===== src/rtl/prism_sp_dma_tx_cookie_exec_pkg.sv =====
// rtl/prism_sp_dma_tx_cookie_exec_pkg.sv - shared types for the TX cookie executor
// Purpose: cookie and release record layouts, address-mode switch, FSM state type.
package prism_sp_dma_tx_cookie_exec_pkg;

  localparam bit DMA_DESC_64BITADDR = 1'b1;
  localparam int DMA_ADDR_W         = DMA_DESC_64BITADDR ? 40 : 32;
  localparam int DMA_SIZE_W         = 14;

  // Produced by the descriptor-to-cookie conversion stage.
  typedef struct packed {
    logic [DMA_ADDR_W-1:0] addr;       // descriptor address, echoed on release
    logic [DMA_ADDR_W-1:0] data_addr;  // data buffer start
    logic [DMA_SIZE_W-1:0] size;       // bytes
    logic                  eof;
    logic                  nocrc;
    logic                  wrap;
  } dma_tx_cookie_t;

  typedef struct packed {
    logic [DMA_ADDR_W-1:0] addr;
    logic                  wrap;
    logic                  err;
  } dma_tx_release_t;

  typedef enum logic [1:0] {
    ST_IDLE  = 2'd0,
    ST_ISSUE = 2'd1,
    ST_PUSH  = 2'd2
  } exec_state_e;

endpackage


===== src/rtl/prism_sp_dma_tx_release_fifo.sv =====
// rtl/prism_sp_dma_tx_release_fifo.sv - in-order release tracking FIFO with status fields
// Purpose: holds one record per descriptor; data mover status marks entries done in order.
// Ports: push_* write a record (push_nosts = entry needs no status), sts_* status pulse,
//        rel_* release handshake of the head, full/empty occupancy, sts_overflow sticky flag.
module prism_sp_dma_tx_release_fifo
  import prism_sp_dma_tx_cookie_exec_pkg::*;
#(
  parameter int DEPTH = 4
) (
  input  logic            clock,
  input  logic            resetn,
  input  logic            push_valid,
  input  dma_tx_release_t push_data,
  input  logic            push_nosts,
  input  logic            sts_valid,
  input  logic            sts_ok,
  output logic            rel_valid,
  input  logic            rel_ready,
  output dma_tx_release_t rel_data,
  output logic            full,
  output logic            empty,
  output logic            sts_overflow
);

  localparam int PW = $clog2(DEPTH);

  dma_tx_release_t ent [DEPTH];
  logic [DEPTH-1:0] nosts;
  logic [DEPTH-1:0] done;
  logic [DEPTH-1:0] ok;
  logic [PW-1:0]    wr_ptr;
  logic [PW-1:0]    rd_ptr;
  logic [PW:0]      count;
  logic             sts_hit;
  logic [PW-1:0]    sts_idx;
  logic             pop;

  assign empty = (count == '0);
  assign full  = (count == (PW+1)'(DEPTH));

  // Status pointer: oldest occupied entry still waiting for a status.
  // Scanning downward lets the entry nearest the head win.
  always_comb begin
    sts_hit = 1'b0;
    sts_idx = '0;
    for (int i = DEPTH - 1; i >= 0; i--) begin
      if (i < int'(count) && !nosts[rd_ptr + PW'(i)] && !done[rd_ptr + PW'(i)]) begin
        sts_hit = 1'b1;
        sts_idx = rd_ptr + PW'(i);
      end
    end
  end

  // A no-status head counts as done; outputs are zero when nothing is offered.
  always_comb begin
    rel_valid = !empty && (done[rd_ptr] || nosts[rd_ptr]);
    rel_data  = '0;
    if (rel_valid) begin
      rel_data.addr = ent[rd_ptr].addr;
      rel_data.wrap = ent[rd_ptr].wrap;
      rel_data.err  = ent[rd_ptr].err || !ok[rd_ptr];
    end
  end

  assign pop = rel_valid && rel_ready;

  always_ff @(posedge clock) begin
    if (push_valid) begin
      ent[wr_ptr] <= push_data;
    end
  end

  always_ff @(posedge clock or negedge resetn) begin
    if (!resetn) begin
      wr_ptr       <= '0;
      rd_ptr       <= '0;
      count        <= '0;
      nosts        <= '0;
      done         <= '0;
      ok           <= '0;
      sts_overflow <= 1'b0;
    end else begin
      if (push_valid) begin
        nosts[wr_ptr] <= push_nosts;
        done[wr_ptr]  <= 1'b0;
        ok[wr_ptr]    <= 1'b0;
        wr_ptr        <= wr_ptr + 1'b1;
      end
      // The status target is never the slot being written nor the head being popped.
      if (sts_valid) begin
        if (sts_hit) begin
          done[sts_idx] <= 1'b1;
          ok[sts_idx]   <= sts_ok;
        end else begin
          sts_overflow <= 1'b1;
        end
      end
      if (pop) begin
        rd_ptr <= rd_ptr + 1'b1;
      end
      count <= count + {{PW{1'b0}}, push_valid} - {{PW{1'b0}}, pop};
    end
  end

endmodule


===== src/rtl/prism_sp_dma_tx_cookie_exec.sv =====
// rtl/prism_sp_dma_tx_cookie_exec.sv - splits TX cookies into aligned read commands
// Purpose: accepts cookies, issues MAX_CHUNK-aligned commands to the data mover, and
//          releases descriptors in acceptance order once their status returns.
// Ports: cookie_* input stream, cmd_* data mover commands, sts_* completion status,
//        rel_* release stream, busy = work in flight.
module prism_sp_dma_tx_cookie_exec
  import prism_sp_dma_tx_cookie_exec_pkg::*;
#(
  parameter int  ADDR_WIDTH  = 40,
  parameter int  SIZE_WIDTH  = 14,
  parameter int  MAX_CHUNK   = 256,
  parameter int  OUTSTANDING = 4,
  localparam int LEN_W       = $clog2(MAX_CHUNK) + 1
) (
  input  logic                  clock,
  input  logic                  resetn,
  input  logic                  cookie_valid,
  output logic                  cookie_ready,
  input  dma_tx_cookie_t        cookie_data,
  output logic                  cmd_valid,
  input  logic                  cmd_ready,
  output logic [ADDR_WIDTH-1:0] cmd_addr,
  output logic [LEN_W-1:0]      cmd_len,
  output logic                  cmd_eof,
  output logic                  cmd_nocrc,
  output logic                  cmd_last,
  input  logic                  sts_valid,
  input  logic                  sts_ok,
  output logic                  rel_valid,
  input  logic                  rel_ready,
  output logic [ADDR_WIDTH-1:0] rel_addr,
  output logic                  rel_wrap,
  output logic                  rel_err,
  output logic                  busy
);

  localparam int OFF_W = LEN_W - 1;

  exec_state_e           state;
  logic                  ready_en;
  logic [ADDR_WIDTH-1:0] addr_q;
  logic [ADDR_WIDTH-1:0] cur_addr;
  logic [SIZE_WIDTH-1:0] remaining;
  logic                  eof_q;
  logic                  nocrc_q;
  logic                  wrap_q;
  logic                  zero_q;
  logic [LEN_W-1:0]      room;
  logic [LEN_W-1:0]      chunk;
  logic                  chunk_last;
  logic                  fifo_full;
  logic                  fifo_empty;
  logic                  sts_overflow;
  dma_tx_release_t       push_data;
  dma_tx_release_t       rel_data;

  // Bytes left before the next MAX_CHUNK boundary (1..MAX_CHUNK).
  assign room       = LEN_W'(MAX_CHUNK) - LEN_W'(cur_addr[OFF_W-1:0]);
  assign chunk      = (remaining < SIZE_WIDTH'(room)) ? remaining[LEN_W-1:0] : room;
  assign chunk_last = (SIZE_WIDTH'(chunk) == remaining);

  assign cmd_valid  = (state == ST_ISSUE);
  assign cmd_addr   = cur_addr;
  assign cmd_len    = chunk;
  assign cmd_last   = cmd_valid && chunk_last;
  assign cmd_eof    = cmd_last && eof_q;
  assign cmd_nocrc  = nocrc_q;

  // ready_en keeps cookie_ready low while reset is held.
  assign cookie_ready = ready_en && (state == ST_IDLE) && !fifo_full;
  assign busy         = (state != ST_IDLE) || !fifo_empty;

  always_ff @(posedge clock or negedge resetn) begin
    if (!resetn) begin
      state     <= ST_IDLE;
      ready_en  <= 1'b0;
      addr_q    <= '0;
      cur_addr  <= '0;
      remaining <= '0;
      eof_q     <= 1'b0;
      nocrc_q   <= 1'b0;
      wrap_q    <= 1'b0;
      zero_q    <= 1'b0;
    end else begin
      ready_en <= 1'b1;
      case (state)
        ST_IDLE: begin
          if (cookie_valid && cookie_ready) begin
            addr_q    <= ADDR_WIDTH'(cookie_data.addr);
            cur_addr  <= ADDR_WIDTH'(cookie_data.data_addr);
            remaining <= SIZE_WIDTH'(cookie_data.size);
            eof_q     <= cookie_data.eof;
            nocrc_q   <= cookie_data.nocrc;
            wrap_q    <= cookie_data.wrap;
            zero_q    <= (cookie_data.size == '0);
            state     <= (cookie_data.size == '0) ? ST_PUSH : ST_ISSUE;
          end
        end
        ST_ISSUE: begin
          if (cmd_ready) begin
            cur_addr  <= cur_addr + ADDR_WIDTH'(chunk);
            remaining <= remaining - SIZE_WIDTH'(chunk);
            if (chunk_last) begin
              state <= ST_PUSH;
            end
          end
        end
        ST_PUSH: state <= ST_IDLE;
        default: state <= ST_IDLE;
      endcase
    end
  end

  // A zero-size cookie never sees a status and is always released as an error.
  always_comb begin
    push_data      = '0;
    push_data.addr = DMA_ADDR_W'(addr_q);
    push_data.wrap = wrap_q;
    push_data.err  = zero_q;
  end

  prism_sp_dma_tx_release_fifo #(
    .DEPTH (OUTSTANDING)
  ) u_fifo (
    .clock        (clock),
    .resetn       (resetn),
    .push_valid   (state == ST_PUSH),
    .push_data    (push_data),
    .push_nosts   (zero_q),
    .sts_valid    (sts_valid),
    .sts_ok       (sts_ok),
    .rel_valid    (rel_valid),
    .rel_ready    (rel_ready),
    .rel_data     (rel_data),
    .full         (fifo_full),
    .empty        (fifo_empty),
    .sts_overflow (sts_overflow)
  );

  assign rel_addr = ADDR_WIDTH'(rel_data.addr);
  assign rel_wrap = rel_data.wrap;
  assign rel_err  = rel_data.err;

endmodule


===== config.mk =====
export PLATFORM = sky130hd
export DESIGN_NAME = prism_sp_dma_tx_cookie_exec
export DESIGN_NICKNAME = d
export VERILOG_FILES = /design/src/rtl/prism_sp_dma_tx_cookie_exec_pkg.sv /design/src/rtl/prism_sp_dma_tx_release_fifo.sv /design/src/rtl/prism_sp_dma_tx_cookie_exec.sv
export SDC_FILE = /design/constraint.sdc
export NUM_CORES = 1
export LEC_CHECK = 0
export CORE_MARGIN = 2
export CORE_UTILIZATION = 29
export CTS_BUF_LIST = sky130_fd_sc_hd__clkbuf_4 sky130_fd_sc_hd__clkbuf_8
export DETAILED_ROUTE_END_ITERATION = 8
export HOLD_SLACK_MARGIN = 0.15
export MAX_ROUTING_LAYER = met4
export PLACE_DENSITY = 0.47
export SYNTH_ARGS = -nofsm -noshare
export SYNTH_HDL_FRONTEND = slang
export SYNTH_HIERARCHICAL = 1
export SYNTH_SLANG_ARGS = --single-unit

===== constraint.sdc =====
create_clock -name clock -period 14.2 [get_ports clock]
set_input_delay 2.84 -clock clock [delete_from_list [all_inputs] [get_ports clock]]
set_output_delay 2.84 -clock clock [all_outputs]
set_load 0.01 [all_outputs]

Yosys cells after proc, flatten, opt, wreduce, memory -nomap -nowiden

Memories as Yosys holds them, arrays and structs flattened.
Cells that the tools add are included.

Magnitude comparators: 13
Reductions and logical operators: 39
Equal/unequal tests: 7
Bitwise gates (word level): 4
$add $sub $neg: 9
Muxes and demuxes: 53

Operators by type and width:

| kind                | count |
|---|---|
| $mux 40             | 2 |
| $pmux 40 s2         | 1 |
| $mux 42             | 1 |
| $add 40x9->40       | 1 |
| $mux 14             | 2 |
| $pmux 14 s2         | 1 |
| $mux 4              | 6 |
| $bmux 1 s2          | 9 |
| $lt 2x3->1 const B  | 6 |
| $logic_and 1x1->1   | 17 |
| $mux 1              | 17 |
| $mux 2              | 8 |
| $eq 9x14->1         | 1 |
| $logic_not 14->1    | 1 |
| $lt 14x9->1         | 1 |
| $sub 14x9->14       | 1 |
| $logic_not 1->1     | 11 |
| $mux 9              | 1 |
| $sub 9x8->9 const A | 1 |
| $and 4x4->4         | 2 |
| $bwmux 4            | 2 |
| $lt 1x3->1 const A  | 2 |
| $lt 2x3->1 const A  | 2 |
| $ne 2x1->1 const B  | 3 |
| 18 further kinds    | 26 |

Memories: 1
Output and inout bits: 98
Logic and storage cells: 141
Memory bits (writable): 168
Register bits after elaboration: 120
Input port bits: 104

Memories:

| memory     | words | bits a word | read ports | clocked after Yosys merged registers in | wr ports | line                               | source |
|---|---|---|---|---|---|---|---|
| u_fifo.ent | 4     | 42          | 1          | 0                                       | 1        | prism_sp_dma_tx_release_fifo.sv:27 | `dma_tx_release_t ent [DEPTH];` |

Longest topological paths before layout

Gate-level depths: netlist of run 1.

Word-level depth: 17
Gate-level depth with buffers: 23
Mapped depth without buffers: 21

Modules after synthesis

Netlist of run 1, hierarchy kept.

By module, submodules not included:

| module                       | sequential area each (µm²) | instances | cells an instance | area an instance (µm²) |
|---|---|---|---|---|
| prism_sp_dma_tx_release_fifo | 5545.3                     | 1         | 397               | 7609.8 |
| prism_sp_dma_tx_cookie_exec  | 2527.4                     | 1         | 758               | 6338.6 |

Least setup slack after synthesis of run 1

OpenSTA, ideal clock, no wires.

Kind: reg-to-output
From: reg cur_addr[2], in the netlist cmd_addr[2]
To: out cmd_eof
Required time: 11.360 ns
Data arrival time: 3.548 ns
Slack: 7.812 ns
Cell stages (with the launch flop): 17
Path buffers: 1
Cells stage by stage: dfrtp_1 -> nor4_2 -> nand2_1 -> nor3_1 -> inv_1 -> ha_1 -> nor2b_1 -> o211a_1 -> o31ai_1 -> o21ai_2 -> buf_6 -> mux2i_1 -> ha_1 -> nand2_1 -> nor2_1 -> and3_1 -> and3_1

Word-level cells in the longest chain between the ends: 6

Ends and longest elaborated chain:

| item                   | line                               | source |
|---|---|---|
| start, declared        | prism_sp_dma_tx_cookie_exec.sv:42  | `logic [ADDR_WIDTH-1:0] cur_addr;` |
| start signal, assigned | prism_sp_dma_tx_cookie_exec.sv:90  | `cur_addr <= ADDR_WIDTH'(cookie_data.data_addr);` |
| start signal, assigned | prism_sp_dma_tx_cookie_exec.sv:101 | `cur_addr <= cur_addr + ADDR_WIDTH'(chunk);` |
| $sub 9x8->9            | prism_sp_dma_tx_cookie_exec.sv:58  | `assign room = LEN_W'(MAX_CHUNK) - LEN_W'(cur_addr[OFF_W-1:0]);` |
| $lt 14x9->1            | prism_sp_dma_tx_cookie_exec.sv:59  | `assign chunk = (remaining < SIZE_WIDTH'(room)) ? remaining[LEN_W-1:0] : room;` |
| $mux 9                 | prism_sp_dma_tx_cookie_exec.sv:59  |  |
| via cmd_len[0]         | prism_sp_dma_tx_cookie_exec.sv:23  | `output logic [LEN_W-1:0] cmd_len,` |
| $eq 9x14->1            | prism_sp_dma_tx_cookie_exec.sv:60  | `assign chunk_last = (SIZE_WIDTH'(chunk) == remaining);` |
| $logic_and 1x1->1      | prism_sp_dma_tx_cookie_exec.sv:65  | `assign cmd_last = cmd_valid && chunk_last;` |
| $logic_and 1x1->1      | prism_sp_dma_tx_cookie_exec.sv:66  | `assign cmd_eof = cmd_last && eof_q;` |
| end, declared          | prism_sp_dma_tx_cookie_exec.sv:24  | `output logic cmd_eof,` |

The timed path passes the listed nets, and every way through them passes these cells.

Worst setup path after layout of run 1

From: reg cur_addr[2], in the netlist cmd_addr[2]
To: out cmd_eof

Word-level cells in the longest chain between the ends: 6

Ends and longest elaborated chain:

| item                | line |
|---|---|
| $sub 9x8->9 *       | prism_sp_dma_tx_cookie_exec.sv:58 |
| $lt 14x9->1         | prism_sp_dma_tx_cookie_exec.sv:59 |
| $mux 9 *            | prism_sp_dma_tx_cookie_exec.sv:59 |
| $eq 9x14->1 *       | prism_sp_dma_tx_cookie_exec.sv:60 |
| $logic_and 1x1->1 * | prism_sp_dma_tx_cookie_exec.sv:65 |
| $logic_and 1x1->1 * | prism_sp_dma_tx_cookie_exec.sv:66 |

Every way passes the cells marked *; elsewhere a longest branch is shown, timed or not.

==> results of run 1 <==
## power groups by stage
| stage | Clock (W) | Sequential (W) | Combinational (W) |
|---|---|---|---|
| floorplan | 0 | 0.00124 | 0.00114 |
| global placement | 0 | 0.00128 | 0.00184 |
| detailed placement | 0 | 0.00129 | 0.00184 |
| CTS | 0.000859 | 0.00128 | 0.00185 |
| global route | 0.000895 | 0.00131 | 0.00202 |
| finish | 0.000826 | 0.00128 | 0.00182 |
## area by class of cell
type	instances	area, um^2
sequential	288	8050
clock inverter	14	108
timing repair buffer	215	2120
multi-input combinational	766	5480
inverter	40	150
tap	615	769
fill	4684	29900
clock buffer	80	1000
antenna	2	5.00
## state kept, by name, indices dropped and copies added, names as in the netlist, 2 cells and up
name,cells
addr_q,40
cmd_addr,40
remaining,14
state,2
u_fifo/count,3
u_fifo/done,4
u_fifo/ent,168
u_fifo/nosts,4
u_fifo/ok,4
u_fifo/rd_ptr,2
u_fifo/wr_ptr,2
## stage by stage
stage          cells  hold WS (ns)  util, %  power, W  area [um^2]
2_1_floorplan   1152         0.437        -   0.00239        13900
6_report        2020         0.484     37.2   0.00393        17700
3_3_place_gp    1924         0.463     34.9   0.00313        16600
5_1_grt         2020         0.518     37.2   0.00422        17700
4_1_cts         2018         0.489     37.2   0.00399        17700
3_5_place_dp    1924         0.467     34.9   0.00313        16600
## metal layers
layer	GRT usage, %	vias to the layer above
li1	-	4667
met3	4.78	65
met4	4.57	0
met2	26.6	292
met1	20.9	4843
met5	-	-
## worst max-delay path, delay by kind of cell, from the launching register on
kind | cells | cell delay [ns]
AO/OA/AOI/OAI | 3 | 1.01
buffers and inverters | 2 | 0.61
adder cells (fa/ha/maj) | 2 | 0.66
flip-flops | 1 | 0.47
AND/OR/NAND/NOR | 8 | 1.73
multiplexers | 1 | 0.35
## path summary, 6_finish.rpt
kind	from	endpoint	slack, ns	cells after the start
worst max-delay path	cmd_addr[2]	cmd_eof	5.90	16
worst min-delay path	eof_q	eof_q	0.48	2
worst max register to register	cmd_addr[2]	cmd_addr[26]	8.09	19
worst min register to register	eof_q	eof_q	0.48	2
max in group asynchronous	resetn	u_fifo/rd_ptr[0]	10.59	2
min in group asynchronous	resetn	cmd_addr[11]	2.24	1
==> summary.md, run 1 <==
| Metric | Value |
|---|---|
| Setup bufs post-CTS | 0 |
| Maxcap violations | 0 |
| Hold Vio Cnt, Final | 0 |
| Slew of the pin with the lowest slew margin | about 1.1 ns |
| Switching power total | around 0.0015 W |
| Routed len/inst | between 15 and 20 um |
| DRC violations left | 0 |
| Die Ht | roughly 220 um |
| HP Class | reg -> reg |
| Vias in the first global route | ~11000 |
| Commonest non-fill, non-tap cell in the layout | clkdlybuf4s50_1 |
| PwrDens | ~220 nW/um^2 |
| Vias | ~9900 |
| Critical path required time | roughly 11 ns |
| Met1 Wirelength | ~18 mm |
| WP data arrival | 5.46 ns |
| CTS H-tree lvls | 2 |
| Maximum clock path buffer count | 3 |
| Gr usage total | between 15 and 20% |
| Pre-Repair DR Iteration Count | 5 |
| Area of the core | between 40000 and 50000 um^2 |
| WL met2 | roughly 19 mm |
| Avg Synthesized Cell Area | 12.1 um^2 |
| Total die area | ~50000 um^2 |
| Die Width | about 220 um |
| Port Buf Inserts | approximately 200 |
| Post-CTS sizing | 0 |
| Combinational Power Share | 46.4% |
| Max Freq | 0.121 GHz |
| CTS tree | built |
| Slowest stage delay, CP | 0.75 ns |
| I/O pin count | about 200 |
| Clock transition at path regs | around 0.060 ns |
| Worst vdd ir | 0.172 mV |
| Skew-Pair Late Insertion Delay | about 0.64 ns |
| Antenna-violating nets left | 0 |
| Nets@finish | ~1500 |
| Setup WS pre-CTS | ~6.5 ns |
| Worst setup EP type | primary output |
| CTS Hold Bufs | 0 |
| Sw Share | between 30% and 40% |
| CP Launch Type | flip-flop |
| P_int | about 0.0024 W |
| Share of layout cells above drive strength 1 | between 10% and 20% |
| Fin crit period | around 8.3 ns |
| Initial Util | between 20% and 30% |
| Status | finished, final reports clean |
| CTS buffer count | 51 |
| Slew Limit Headroom | around 29% |
| Seq pwr share | 32.5% |
| Fin Clk Skew | roughly 0.015 ns |
| Unrepaired setup endpoints after global routing | no |
| Ys Warns | 6 |
| Mapped Cells | 1152 |
| Setup slack after layout | between 5 and 6 ns |
| Global-route wire length before repair | 62.0 mm |
| Max Fanout on Critical Path | 15 |
| Pin count of the biggest net entering global routing | 75 |
| Crit share post-route | between 50% and 60% |
| P&R area growth vs syn | 27.2% |
| Final-report max-slew violation count | 0 |
| Initial antenna violation count | 2 |
| DR top layer | met4 |
| Metal3 WL | 2.81 mm |
| Vias per inst | 4.88 |
| Row count | 80 |
| Mapped Area | ~14000 um^2 |
| Setup tns final | 0 ns |
| Post-DP HPWL | between 20 and 25 mm |
| Grt ovf | 0 |
| CP Cell Sequence | nor4_2 > nand2_1 > nor3_1 > inv_1 > ha_1 > nor2b_1 > o211a_1 > o31ai_1 > o21ai_2 > mux2i_1 > ha_1 > nand2_1 > nor2_1 > and3_1 > and3_1 > clkdlybuf4s50_1 |
| Clock root buffer | clkbuf_8 |
| Syn_nets | between 1000 and 1500 |
| Clock network power share | about a fifth |
| Worst Setup Path Type | reg -> out |
| Most frequent cells in the layout | 200 x clkdlybuf4s50_1, 190 x nand2_1, 168 x edfxtp_1 |
| CTS sink cnt | approximately 290 |
| Leakage | between 6 and 7 nW |
| Crit-path slowest cell | o21ai_2 |
| Initial drt markers | approximately 650 |
| GPL Wtd Cong | 0.798 |
| # setup viols final | 0 |
| Routed WL | 39.9 mm |
(Power assumes the default switching activity.)
==> run 2: changes to the inputs <==
PLACE_DENSITY = 0.49   (was 0.47)
clock period = 7.4 ns   (was 14.2 ns; I/O delays follow)
==> run 2 against run 1 <==
  * Power increased by 91%
  * Combinational power up 93%
  * Routed wire length shrank 0.27%
  * Largest cell class unchanged
==> summary.md, run 2 (same netlist as run 1, synthesis figures left out) <==
| Metric | Value |
|---|---|
| P&R area growth vs syn | 27.1% |
| Clock network power share | approximately a fifth |
| Grt ovf | 0 |
| CTS tree | built |
| PwrDens | roughly 420 nW/um^2 |
| Crit share post-route | about nine tenths |
| Pre-Repair DR Iteration Count | 5 |
| Setup bufs post-CTS | 0 |
| HP Class | reg -> reg |
| Slew Limit Headroom | ~28% |
| I/O pin count | approximately 200 |
| Maximum clock path buffer count | 3 |
| CTS buffer count | between 50 and 60 |
| Fin crit period | 6.69 ns |
| Vias in the first global route | between 10000 and 15000 |
| Fin Clk Skew | 0.0464 ns |
| Post-DP HPWL | 24.9 mm |
| Area of the core | between 40000 and 50000 um^2 |
| R2r setup slk | 1.57 ns |
| Port Buf Inserts | ~200 |
| # setup viols final | 0 |
| Leakage | ~6.6 nW |
| Critical path required time | 5.92 ns |
| Die Width | between 200 and 250 um |
| Switching power total | ~0.0029 W |
| WP data arrival | between 5 and 6 ns |
| Routed WL | roughly 40 mm |
| Max Fanout on Critical Path | 10 |
| Total die area | 49700 um^2 |
| GPL Wtd Cong | 0.819 |
| Antenna-violating nets left | 0 |
| CTS H-tree lvls | 2 |
| Pin count of the biggest net entering global routing | 75 |
| Initial Util | between 20% and 30% |
| Max Freq | roughly 0.15 GHz |
| Worst setup EP type | primary output |
| Status | finished, final reports clean |
| Maxcap violations | 0 |
| Worst Setup EP | cmd_eof |
| CTS sink cnt | 288 |
| R2R Path End | cmd_addr[18] |
| R2r startpoint | cmd_addr[2] |
| CTS Hold Bufs | 0 |
| Clock root buffer | clkbuf_8 |
| Initial antenna violation count | 4 |
| Worst vdd ir | roughly 0.26 mV |
| Worst R2R Path Depth | 20 |
| Skew-Pair Late Insertion Delay | 0.64 ns |
| Gr usage total | about 17% |
| Share of layout cells above drive strength 1 | between 10 and 15% |
| Clock transition at path regs | 0.06 ns |
| Post-CTS sizing | 0 |
| Vias | approximately 10000 |
| Seq pwr share | 32.5% |
| Die Ht | 223 um |
| Initial drt markers | about 800 |
| CP Launch Point | cmd_addr[2] |
| Global-route wire length before repair | approximately 62 mm |
| Slew of the pin with the lowest slew margin | 1.08 ns |
| Setup tns final | 0 ns |
| Unrepaired setup endpoints after global routing | no |
| Final-report max-slew violation count | 0 |
| Worst Setup Path Type | reg -> out |
| Hold_ws | 0.476 ns |
| Placed inst area | 16600 um^2 |
| Largest Register | u_fifo/ent |
| Max reg flops | between 150 and 200 |
| Combinational Power Share | between 40% and 50% |
| Finished Cell Area | roughly 18000 um^2 |
| Row count | 80 |
| Hold Vio Cnt, Final | 0 |
| Most frequent cells in the layout | 200 x clkdlybuf4s50_1, 190 x nand2_1, 168 x edfxtp_1 |
| Nets@finish | 1506 |
| Sw Share | 38.1% |
| Routed len/inst | between 15 and 20 um |
| Commonest non-fill, non-tap cell in the layout | clkdlybuf4s50_1 |
| CP Launch Type | flip-flop |
| DRC violations left | 0 |
| Vias per inst | a little under 5 |
| P_int | between 0.004 and 0.005 W |
[run 2: cell count changes in the layout (fill, tap and decap cells not counted), moves of 2 or more]
cell / previous run / this run
clkinv_1: 6 / 12
clkbuf_8: 64 / 60
diode_2: 2 / 5
buf_4: 14 / 16
[run 2: stage by stage]
step           util, %  setup WS, ns  instances  total power [W]
2_1_floorplan        -          2.37       1152          0.00458
3_5_place_dp      34.9          1.32       1926          0.00600
6_report          37.2         0.714       2026          0.00748
4_1_cts           37.1         0.589       2021          0.00758
3_3_place_gp      34.9          1.47       1926          0.00598
5_1_grt           37.2         0.268       2026          0.00804
[run 2: metal layers]
metal,vias up,global-route usage [%],part of all wire (%)
met5,-,-,0
met4,0,4.78,1.9
met3,64,4.20,7.4
met2,322,26.1,46
met1,4896,21.2,44
li1,4674,-,-
[run 2: worst max-delay path, cell delays in order, from the launching register on]
cell and delay, ns:
dfrtp_1 0.47, nor4_2 0.37, nand2_1 0.14, nor3_1 0.28, inv_1 0.08, ha_1 0.28
nor2b_1 0.21, o211a_1 0.18, o31ai_1 0.07, o21ai_2 0.34, buf_4 0.27, mux2i_1 0.45
ha_1 0.21, nand2_1 0.06, nor2_1 0.13, and3_1 0.30, and3_1 0.20, clkdlybuf4s50_1 0.54
[run 2: final cells by class]
type,instances,area [um^2]
Clock inverter,19,124
Fill cell,4677,29900
Inverter,40,150
Tap cell,615,769
Antenna cell,5,12.5
Timing Repair Buffer,217,2130
Multi-Input combinational cell,766,5490
Clock buffer,76,946
Sequential cell,288,8050
[run 2: how the worst min path moves through the flow]
stage | startpoint | end | slack, ns | cells past startpoint
2_1_floorplan | eof_q | eof_q | 0.44 | 2
3_3_place_gp | cmd_nocrc | cmd_nocrc | 0.46 | 2
3_5_place_dp | eof_q | eof_q | 0.47 | 2
4_1_cts | eof_q | eof_q | 0.48 | 2
5_1_grt | eof_q | eof_q | 0.52 | 2
6_report | eof_q | eof_q | 0.48 | 2
[run 2: power by group through the flow]
| stage | clock network [W] | logic, W | registers, W |
|---|---|---|---|
| 4_1_cts | 0.00159 | 0.00355 | 0.00244 |
| 3_3_place_gp | 0 | 0.00353 | 0.00245 |
| 6_report | 0.00154 | 0.00351 | 0.00244 |
| 5_1_grt | 0.00167 | 0.00388 | 0.00250 |
| 3_5_place_dp | 0 | 0.00354 | 0.00246 |
| 2_1_floorplan | 0 | 0.00220 | 0.00238 |
